$ cat src/rtl/mux_scan_serializer.sv
// Sequencer for an external 8:1 data-select stage. It loads a byte and steps
// the select through 0..7, reassembling the byte from the true output and
// flagging any step where the complement output fails to be the inverse.
module mux_scan_serializer #(
  parameter int unsigned HOLD = 1
) (
  input  logic       clk,
  input  logic       rst_n,
  input  logic       start,
  input  logic [7:0] data_in,
  output logic       mux_e,
  output logic [2:0] mux_s,
  output logic [7:0] mux_i,
  input  logic       mux_y,
  input  logic       mux_yn,
  output logic [7:0] data_out,
  output logic       busy,
  output logic       done,
  output logic       err
);

  localparam logic [3:0] HOLD_M1 = 4'(HOLD - 1);

  typedef enum logic {IDLE, SCAN} state_t;

  state_t     state_q, state_d;
  logic       mux_e_q, mux_e_d;
  logic [2:0] mux_s_q, mux_s_d;
  logic [7:0] mux_i_q, mux_i_d;
  logic [7:0] data_out_q, data_out_d;
  logic       busy_q, busy_d;
  logic       done_q, done_d;
  logic       err_q, err_d;
  logic [3:0] cnt_q, cnt_d;

  always_ff @(posedge clk or negedge rst_n) begin
    if (!rst_n) begin
      state_q    <= IDLE;
      mux_e_q    <= 1'b1;
      mux_s_q    <= '0;
      mux_i_q    <= '0;
      data_out_q <= '0;
      busy_q     <= 1'b0;
      done_q     <= 1'b0;
      err_q      <= 1'b0;
      cnt_q      <= '0;
    end else begin
      state_q    <= state_d;
      mux_e_q    <= mux_e_d;
      mux_s_q    <= mux_s_d;
      mux_i_q    <= mux_i_d;
      data_out_q <= data_out_d;
      busy_q     <= busy_d;
      done_q     <= done_d;
      err_q      <= err_d;
      cnt_q      <= cnt_d;
    end
  end

  always_comb begin
    state_d    = state_q;
    mux_e_d    = mux_e_q;
    mux_s_d    = mux_s_q;
    mux_i_d    = mux_i_q;
    data_out_d = data_out_q;
    busy_d     = busy_q;
    done_d     = 1'b0;
    err_d      = err_q;
    cnt_d      = cnt_q;
    case (state_q)
      IDLE: begin
        if (start) begin
          mux_i_d = data_in;
          mux_s_d = '0;
          mux_e_d = 1'b0;
          busy_d  = 1'b1;
          err_d   = 1'b0;
          cnt_d   = '0;
          state_d = SCAN;
        end
      end
      SCAN: begin
        if (cnt_q == HOLD_M1) begin
          // Select has been stable for HOLD full cycles, so sampling here is safe.
          data_out_d[mux_s_q] = mux_y;
          if (mux_y == mux_yn) err_d = 1'b1;
          cnt_d = '0;
          if (mux_s_q == 3'd7) begin
            state_d = IDLE;
            mux_e_d = 1'b1;
            mux_s_d = '0;
            busy_d  = 1'b0;
            done_d  = 1'b1;
          end else begin
            mux_s_d = mux_s_q + 3'd1;
          end
        end else begin
          cnt_d = cnt_q + 4'd1;
        end
      end
      default: state_d = IDLE;
    endcase
  end

  assign mux_e    = mux_e_q;
  assign mux_s    = mux_s_q;
  assign mux_i    = mux_i_q;
  assign data_out = data_out_q;
  assign busy     = busy_q;
  assign done     = done_q;
  assign err      = err_q;

endmodule

$ cat config.mk
export PLATFORM = sky130hd
export DESIGN_NAME = mux_scan_serializer
export DESIGN_NICKNAME = d
export VERILOG_FILES = /design/src/rtl/mux_scan_serializer.sv
export SDC_FILE = /design/constraint.sdc
export NUM_CORES = 1
export LEC_CHECK = 0
export CORE_MARGIN = 5
export CORE_UTILIZATION = 47
export DETAILED_ROUTE_END_ITERATION = 16
export PLACE_DENSITY = 0.76
export SYNTH_ARGS = -nofsm -noshare
export SYNTH_HDL_FRONTEND = slang
export SYNTH_SLANG_ARGS = --single-unit
$ cat constraint.sdc
create_clock -name clk -period 2.22 [get_ports clk]
set_input_delay 0.222 -clock clk [delete_from_list [all_inputs] [get_ports clk]]
set_output_delay 0.222 -clock clk [all_outputs]
set_load 0.02 [all_outputs]
======== Yosys cells after proc, flatten, opt, wreduce, memory -nomap -nowiden ========
Index checks and enable logic that the tools add are counted.
cells by class
  add/subtract/negate cells ............... 2
  multiply operators ...................... 0
  divide/modulo/power cells ............... 0
  order comparisons ....................... 2
  eq/ne operators ......................... 6
  shift-type cells ........................ 0
  muxes and demuxes ....................... 28
  bitwise gates (word level) .............. 1
  reduce and logical (&&, ||, !) cells .... 7
operators by type and width
  operator             number
  $mux 1               15
  $mux 3               3
  $bwmux 8             1
  $mux 4               2
  $pmux 1 s2           4
  $pmux 4 s2           1
  $ne 2x1->1 const B   3
  $pmux 3 s2           1
  $reduce_and 2->1     3
  $reduce_and 3->1     2
  $add 4x1->4 const B  1
  $logic_not 4->1      1
  $lt 3x4->1 const B   1
  $add 3x1->3 const B  1
  $demux 1 s3          1
  $eq 3x3->1 const B   1
  $ge 3x1->1 const B   1
  $ne 2x2->1 const B   1
  $eq 1x1->1           1
  $logic_and 1x1->1    1
  $not 1->1            1
word-level totals
  bits in registers ....................... 28
  latch bits .............................. 0
  memory bits (writable) .................. 0
  bits in read-only memories .............. 0
  input bits .............................. 13
  output and inout port bits .............. 23
  memories ................................ 0

======== Longest topological paths before layout ========
Gate-level depths: netlist of the first run.
  depth in word-level cells ............... 5
  gate-level depth with buffers ........... 6

======== Least setup slack after synthesis of the first run ========
OpenSTA, ideal clock, no wires.
  path kind ............................... register to register
  from .................................... reg cnt_q[0]
  to ...................................... reg data_out_q[4] (netlist: data_out[4])
  setup time .............................. 0.128 ns
  arrival ................................. 1.445 ns
  data required time ...................... 2.092 ns
  path slack .............................. 0.647 ns
  cell stages (with the launch flop) ...... 7
  cells stage by stage .................... dfrtp_1 > inv_1 > ha_1 > nand4bb_1 > buf_6 > nor4b_4 > mux2_1
between the ends
  longest elaborated chain between the ends .. 2
ends and longest elaborated chain
  element                     line  source
  from (decl)                 34    logic [3:0] cnt_q, cnt_d;
  from (signal assigned)      56    cnt_q <= cnt_d;
  $logic_not 4->1             83    if (cnt_q == HOLD_M1) begin
  $reduce_and 2->1 (no line)  --
  to (signal assigned)        52    data_out_q <= data_out_d;
  to (decl)                   30    logic [7:0] data_out_q, data_out_d;
Every way passes these cells.
A chain may end at the register's enable or synchronous reset.

======== Worst setup path in the final report of the first run ========
  from .................................... reg cnt_q[0]
  to ...................................... reg data_out_q[6] (netlist: data_out[6])
The elaborated chain is that of the path after synthesis.

==> results of run 1 <==
## flip-flops by register name, summed over array words and instances (netlist names)
name / count
mux_i: 8
mux_s: 3
data_out: 8
done: 1
err: 1
cnt_q: 4
mux_e: 1
state_q: 1
busy: 1
## critical path, stage by stage, from the launching register on
cell	delay, ns
dfrtp_1	0.45
inv_1	0.08
ha_1	0.18
nand4bb_1	0.42
nor3_1	0.38
mux2_2	0.36
## kinds of logic (layout without fill, tap and decap cells)
| group | after synthesis | count (layout) | share of synthesized area [%] |
|---|---|---|---|
| xor+xnor | 2 | 2 | 1.33 |
| buf+inv | 12 | 44 | 4.58 |
| simple gates | 57 | 57 | 24.1 |
| fa+ha+maj | 5 | 5 | 4.77 |
| compound gates | 10 | 10 | 4.86 |
| mux | 8 | 8 | 6.86 |
| flops | 28 | 28 | 53.5 |
## worst min path at each step
stage,startpoint,to
2_1_floorplan,rst_n,busy
3_3_place_gp,mux_i[7],mux_i[7]
3_5_place_dp,mux_i[7],mux_i[7]
4_1_cts,rst_n,state_q
5_1_grt,rst_n,mux_i[0]
6_report,rst_n,state_q
## area by class of cell
| type | count | area [sq um] | share of cell area, % |
|---|---|---|---|
| inverter | 3 | 11.3 | 0.661 |
| timing repair buffer | 37 | 365 | 21.4 |
| tap | 31 | 38.8 | 2.28 |
| multi-input combinational | 82 | 551 | 32.3 |
| clock buffer | 4 | 36.3 | 2.13 |
| sequential | 28 | 702 | 41.2 |
## through the flow
step                setup WS [ns]  total power, W
floorplan                   0.647         0.00159
global placement            0.354         0.00203
detailed placement          0.297         0.00208
CTS                         0.267         0.00234
global route                0.162         0.00247
finish                      0.247         0.00231
## cells in the mapped netlist, drive strengths merged (2+ instances only)
| master | n | area share (%) |
|---|---|---|
| o21ai | 4 | 1.5 |
| nor4b | 2 | 3.6 |
| inv | 3 | 0.86 |
| clkbuf | 4 | 1.2 |
| buf | 5 | 2.5 |
| nor2 | 4 | 1.1 |
| nand4b | 3 | 2.0 |
| ha | 5 | 4.8 |
| nor2b | 2 | 0.95 |
| dfrtp | 27 | 51 |
| nand2b | 2 | 0.95 |
| mux2 | 8 | 6.9 |
| nand3 | 4 | 1.5 |
| nand2 | 32 | 9.2 |
| o31ai | 2 | 1.1 |
## power groups by stage
stage | sequential [W] | combinational [W] | clock [W]
after detailed placement | 0.000970 | 0.00111 | 0
after global routing | 0.000999 | 0.00119 | 0.000286
after CTS | 0.000962 | 0.00112 | 0.000263
after floorplan | 0.00111 | 0.000483 | 0
after global placement | 0.000954 | 0.00108 | 0
final | 0.000963 | 0.00110 | 0.000252
## metal layers
layer	part of all wire, %	vias to the layer above	global-route usage, %
li1	-	470	-
met1	40	490	16.3
met2	50	31	25.9
met3	7.1	7	5.40
met4	2.7	0	8.75
met5	0	-	0
==> run_results.csv, run 1 <==
group,metric,value,unit
die,die_area,3950,sq um
die,die_x,62.8,um
critical_path,cp-end-kind,"flip-flop",
pwr,p_per_area,1360,nW/um^2
finish,nFillCells,214,
die,start_util,48.4,%
worst_hold_path,hold_path_class,"input pin to asynchronous set/reset pin",
grt,track_usage,15.3,%
place,port_buffers,35,
sta,fin_setup_tns,0,ns
grt,grt_max_degree,17,
route,wl_per_cell,14.9,um
clock_tree,cts.path.max_buffers,2,
place,dp.final_hpwl,2030,um
die,die_h,62.8,um
route,firstDrtPassIters,3,
yosys,synth-async-reset-ratio,100,%
sta,rsz0062_at_grt,"false",
clock_tree,postCtsSetupRepairBufs,0,
yosys,netlist_area,1310,sq um
die,core-area,2710,sq um
sta,whs,0.232,ns
critical_path,cp-start-kind,"flip-flop",
grt,overflow,0,
die,rows,19,
finish,n_antenna_cell,0,
critical_path,setup.worst_path.end,"data_out[6]",
critical_path,r2r_start,"cnt_q[0]",
critical_path,critPathMaxFanout,9,
clock_tree,htreeDepth,1,
sta,post-route-period-util,88.9,%
finish,post-route-util,62.9,%
place,place_inst,181,
sta,finalMaxSlewViolations,0,
run,maxCapViolCount,0,
clock_tree,tritoncts,"yes",
finish,drive_above_1_share,11.0,%
sta,timing_hold_violations_final,0,
yosys,syn_inst,122,
pwr,p_leak,0.763,nW
route,routed_wl,2760,um
critical_path,ff2ff_path_depth,5,
sta,relSlewSlack,61.4,%
die,ios,36,
pwr,internal_power,0.00140,W
yosys,syn_nets,140,
grt,antenna_found_initial,0,
yosys,synth_edf_count,0,
critical_path,r2r_setup_slack,0.25,ns
finish,final_cell_mix,"clkdlybuf4s50_1 (35), nand2_1 (32), dfrtp_1 (27)",
sta,max_slew.worst_pin.slew,0.577,ns
sta,period_needed,1.97,ns
yosys,ys.flop_type,"dfrtp_1",
sta,fmax,507,MHz
finish,final_area,1700,sq um
place,gp_congestion,0.770,
sta,finalSetupViolations,0,
route,route.detailed.drc,0,
pwr,switching_power,0.000916,W
outcome,outcome,"complete, no violations",
pwr,p_seq_share,41.6,%
clock_tree,cts_resized,0,
finish,fin_cells,185,
route,drt_iter0_drc,39,
route,antenna_left,0,
pwr,sw_frac_of_total,39.6,%
clock_tree,clkSinkCount,28,
critical_path,reg2reg_to,"data_out[6]",
finish,fin_nets,173,
clock_tree,cts.clk_slew.worst_paths,0.15,ns
yosys,yosysWarnings,0,
yosys,ys_types,35,
route,vias,998,
critical_path,path_class,"flip-flop to flip-flop",
clock_tree,cts_hold_buf,0,
pwr,p_clk_share,10.9,%
critical_path,crit_required,2.46,ns
clock_tree,cts_buffers,3,
pwr,ir_drop,0.000993,V
sta,fin_worst_skew,0.00286,ns
grt,grt_pass1_vias,1077,
clock_tree,clock_latency,0.33,ns
finish,layout.cells.most_common,"clkdlybuf4s50_1",
critical_path,arrival,2.21,ns
yosys,synth_seq_area_share,53.5,%
yosys,ys_ff_latch,28,
finish,area_growth,29.8,%
yosys,avgSynthCellArea,10.8,sq um
route,via_per_inst,5.39,
grt,grt_pass1_wl,4860,um
clock_tree,cts_root_buffer,"clkbuf_4",
critical_path,startpoint,"cnt_q[0]",
pwr,combPwrFrac,47.5,%
place,placed_area,1670,sq um
No activity file was read; power rests on OpenSTA's default activity.
==> run 2: changes to the inputs <==
Settings changed: CORE_UTILIZATION 47 to 42, PLACE_DENSITY 0.76 to 0.72.
Clock period 2.22 ns to 1.6 ns, I/O delays scaled along.
==> run_results.csv, run 2 (synthesis results as in run 1) <==
group,metric,value,unit
route,firstDrtPassIters,7,
critical_path,crit_required,1.84,ns
finish,fin_nets,190,
grt,antenna_found_initial,0,
place,dp.final_hpwl,2190,um
grt,track_usage,14.6,%
sta,fin_worst_skew,0.00534,ns
outcome,violations,"negative setup slack",
critical_path,critPathMaxFanout,6,
finish,final_cell_mix,"nand2_1 (32), clkdlybuf4s50_1 (32), dfrtp_1 (24)",
sta,post-route-period-util,100,%
route,antenna_left,0,
pwr,p_leak,0.865,nW
clock_tree,cts.path.max_buffers,2,
place,port_buffers,35,
clock_tree,clkSinkCount,28,
route,routed_wl,2980,um
die,die_h,65.9,um
clock_tree,cts_buffers,3,
sta,finalMaxSlewViolations,0,
grt,grt_pass1_vias,1095,
finish,drive_above_1_share,25.1,%
critical_path,arrival,1.85,ns
route,via_per_inst,4.92,
clock_tree,cts_hold_buf,0,
clock_tree,tritoncts,"yes",
route,routedLengthMet1,1170,um
die,core-area,3030,sq um
pwr,ir_drop,0.000765,V
critical_path,cp-start-kind,"flip-flop",
sta,finalSetupViolations,1,
clock_tree,cts_root_buffer,"clkbuf_4",
die,ios,36,
run,maxCapViolCount,0,
clock_tree,htreeDepth,1,
clock_tree,clock_latency,0.34,ns
grt,overflow,0,
sta,fmax,624,MHz
route,wl_per_cell,13.9,um
finish,area_growth,43.8,%
sta,timing_hold_violations_final,0,
route,top_layer_used,"met4",
finish,n_antenna_cell,0,
critical_path,path_class,"flip-flop to flip-flop",
pwr,p_per_area,1870,nW/um^2
sta,period_needed,1.60,ns
die,die_area,4340,sq um
grt,grt_pass1_wl,4860,um
sta,relSlewSlack,76.4,%
route,route.detailed.drc,0,
sta,rsz0062_at_grt,"true",
place,place_ws,-0.0555,ns
route,wl_met3,199,um
route,met2_length,1570,um
critical_path,cp-end-kind,"flip-flop",
grt,grt_max_degree,29,
die,die_x,65.9,um
route,drt_iter0_drc,42,
place,gp_congestion,0.769,
die,rows,20,
die,start_util,43.3,%
worst_hold_path,hold_path_class,"input pin to asynchronous set/reset pin",
outcome,outcome,"finished with violations",
sta,fin_ws,-0.00385,ns
pwr,total_power,0.00352,W
clock_tree,cts.clk_slew.worst_paths,0.15,ns
sta,max_slew.worst_pin.slew,0.353,ns
route,vias,1058,
[run 2: layer usage]
layer,track usage (%),vias up
met5,0,-
met3,3.57,5
met1,16.0,507
met2,27.3,38
li1,-,508
met4,4.40,0
[run 2: final cells by class]
cell class | count | area [sq um]
repair buffers | 54 | 497
flip-flops and latches | 28 | 706
well taps | 44 | 55.1
fillers | 243 | 1140
inverters | 3 | 11.3
multi-input cells | 82 | 582
clock buffers | 4 | 36.3
[run 2: path summary, 6_finish.rpt]
kind	end	start	depth (start not counted)	slack (ns)
max in group asynchronous	mux_e	rst_n	2	1.12
max reg2reg	data_out[4]	cnt_q[1]	6	-0.004
max	data_out[4]	cnt_q[1]	6	-0.004
min in group clk	mux_i[4]	data_in[4]	3	0.33
min	data_out[6]	rst_n	2	0.18
min reg2reg	mux_i[2]	mux_i[2]	2	0.50
[run 2: report_power, final]
part	leakage (nW)	switching, W	internal [W]
clock network	0.0210	0.000209	0.000140
logic	0.510	0.000906	0.00100
registers	0.334	0.000234	0.00103
[run 2: timing repair]
| item | in CTS | in global routing |
|---|---|---|
| endpoints found under the setup margin | 8 | 5 |
| pin swaps | 2 | 2 |
| buffers inserted | 2 | 4 |
| gates resized for setup | 9 | 6 |
[run 2: worst max-delay path, cell delays in order, from the launching register on]
cell and delay (ns):
dfrtp_1 0.42, inv_2 0.09, ha_4 0.13, nand4bb_1 0.12, buf_6 0.16, nor4b_4 0.27, mux2_4 0.32
[run 2: through the flow]
| step | utilization [%] | hold slack [ns] | area, sq um | setup TNS, ns | cells |
|---|---|---|---|---|---|
| after detailed placement | 58.3 | 0.470 | 1770 | -0.0558 | 205 |
| after global placement | 58.3 | 0.461 | 1770 | 0 | 205 |
| after global routing | 62.3 | 0.206 | 1890 | -0.137 | 215 |
| final | 62.3 | 0.180 | 1890 | -0.00385 | 215 |
| after CTS | 60.4 | 0.186 | 1830 | 0 | 211 |
| after floorplan | - | -0.136 | 1310 | 0 | 122 |
==> run 3: changes to the inputs <==
Settings changed: SETUP_SLACK_MARGIN set to 0.05, SKIP_CTS_REPAIR_TIMING set to 1, SKIP_LAST_GASP set to 1.
==> run_results.csv, run 3 (synthesis results as in run 1) <==
group,metric,value,unit
outcome,outcome,"finished with violations",
outcome,violations,"negative setup slack",
clock_tree,clock_latency,0.33,ns
clock_tree,clkSinkCount,28,
sta,finalSetupViolations,1,
die,core-area,3030,sq um
pwr,sw_frac_of_total,38.5,%
finish,n_antenna_cell,0,
grt,grt_max_degree,29,
finish,fin_cells,210,
finish,fin_nets,185,
worst_hold_path,hold_path_class,"input pin to asynchronous set/reset pin",
grt,antenna_found_initial,0,
clock_tree,cts_buffers,3,
grt,overflow,0,
route,antenna_left,0,
pwr,total_power,0.00347,W
clock_tree,tritoncts,"yes",
pwr,p_seq_share,37.8,%
critical_path,slowest_delay,0.65,ns
grt,track_usage,13.6,%
pwr,switching_power,0.00134,W
sta,timing_hold_violations_final,0,
sta,whs,0.184,ns
place,port_buffers,35,
die,die_h,65.9,um
critical_path,cpMaxStageDelayCell,"clkdlybuf4s50_1",
finish,final_area,1870,sq um
place,place_ws,-0.0209,ns
critical_path,path_class,"flip-flop to output port",
critical_path,reg2reg_to,"data_out[2]",
route,firstDrtPassIters,4,
clock_tree,cts_root_buffer,"clkbuf_4",
critical_path,cp-start-kind,"flip-flop",
finish,area_growth,42.6,%
sta,period_needed,1.66,ns
die,ios,36,
pwr,p_per_area,1850,nW/um^2
sta,post-route-period-util,104,%
pwr,internal_power,0.00214,W
finish,final_cell_mix,"nand2_1 (32), clkdlybuf4s50_1 (30), dfrtp_1 (24)",
route,drt_iter0_drc,32,
critical_path,r2r_setup_slack,0.01,ns
clock_tree,htreeDepth,1,
sta,fin_ws,-0.0629,ns
pwr,combPwrFrac,52.2,%
place,placed_area,1750,sq um
pwr,p_clk_share,10.0,%
critical_path,ff2ff_path_depth,6,
grt,grt_pass1_wl,4620,um
sta,fin_worst_skew,0.00740,ns
sta,relSlewSlack,71.4,%
route,vias,1013,
die,die_area,4340,sq um
clock_tree,cts.clk_slew.worst_paths,0.15,ns
critical_path,r2r_start,"cnt_q[1]",
sta,fmax,601,MHz
critical_path,path_cells,"clkdlybuf4s50_1",
critical_path,path_delay_family,"buffers and inverters",
critical_path,crit_buf_inv,1,
finish,layout.cells.most_common,"nand2_1",
run,maxCapViolCount,0,
place,gp_congestion,0.775,
critical_path,critPathMaxFanout,11,
clock_tree,cts.path.max_buffers,2,
critical_path,cp-end-kind,"output port",
sta,rsz0062_at_grt,"true",
sta,max_slew.worst_pin.slew,0.428,ns
route,route.detailed.drc,0,
place,place_inst,203,
pwr,ir_drop,0.000891,V
critical_path,arrival,1.50,ns
die,rows,20,
place,dp.final_hpwl,2040,um
finish,drive_above_1_share,22.3,%
die,start_util,43.3,%
route,wl_per_cell,13.2,um
grt,grt_pass1_vias,1071,
critical_path,startpoint,"mux_s[1]",
route,via_per_inst,4.82,
route,routed_wl,2780,um
die,die_x,65.9,um
pwr,p_leak,0.889,nW
critical_path,crit_required,1.44,ns
sta,finalMaxSlewViolations,0,
-- run 3: stage by stage --
stage / util [%] / setup TNS [ns]
final: 61.8 / -0.0629
after floorplan: - / 0
after global routing: 61.8 / -0.209
after global placement: 57.9 / 0
after CTS: 59.1 / -0.569
after detailed placement: 57.9 / -0.0209
-- run 3: power groups by stage --
stage                     clock network [W]  registers (W)  logic [W]
after floorplan                           0        0.00154   0.000673
after global placement                    0        0.00128    0.00167
after detailed placement                  0        0.00131    0.00171
after CTS                          0.000353        0.00130    0.00172
after global routing               0.000392        0.00136    0.00197
final                              0.000347        0.00131    0.00181
-- run 3: layout make-up --
class | count | area [sq um]
inverter | 3 | 11.3
multi-input combinational | 82 | 592
timing repair buffer | 49 | 472
sequential | 28 | 706
tap | 44 | 55.1
clock buffer | 4 | 36.3
fill | 261 | 1160
-- run 3: layer usage --
layer,GRT usage [%],vias to the layer above,routed length (um)
li1,-,494,-
met4,3.11,0,11
met2,24.2,35,1360
met3,4.42,2,226
met5,0,-,0
met1,15.7,482,1180
-- run 3: how the worst max path moves through the flow --
stage / endpoint / slack (ns) / cells past startpoint
floorplan: data_out[2] / 0.05 / 6
global placement: data_out[0] / 0.04 / 6
detailed placement: data_out[0] / -0.02 / 6
CTS: mux_s[0] / -0.21 / 1
global route: mux_s[1] / -0.12 / 1
finish: mux_s[1] / -0.06 / 1
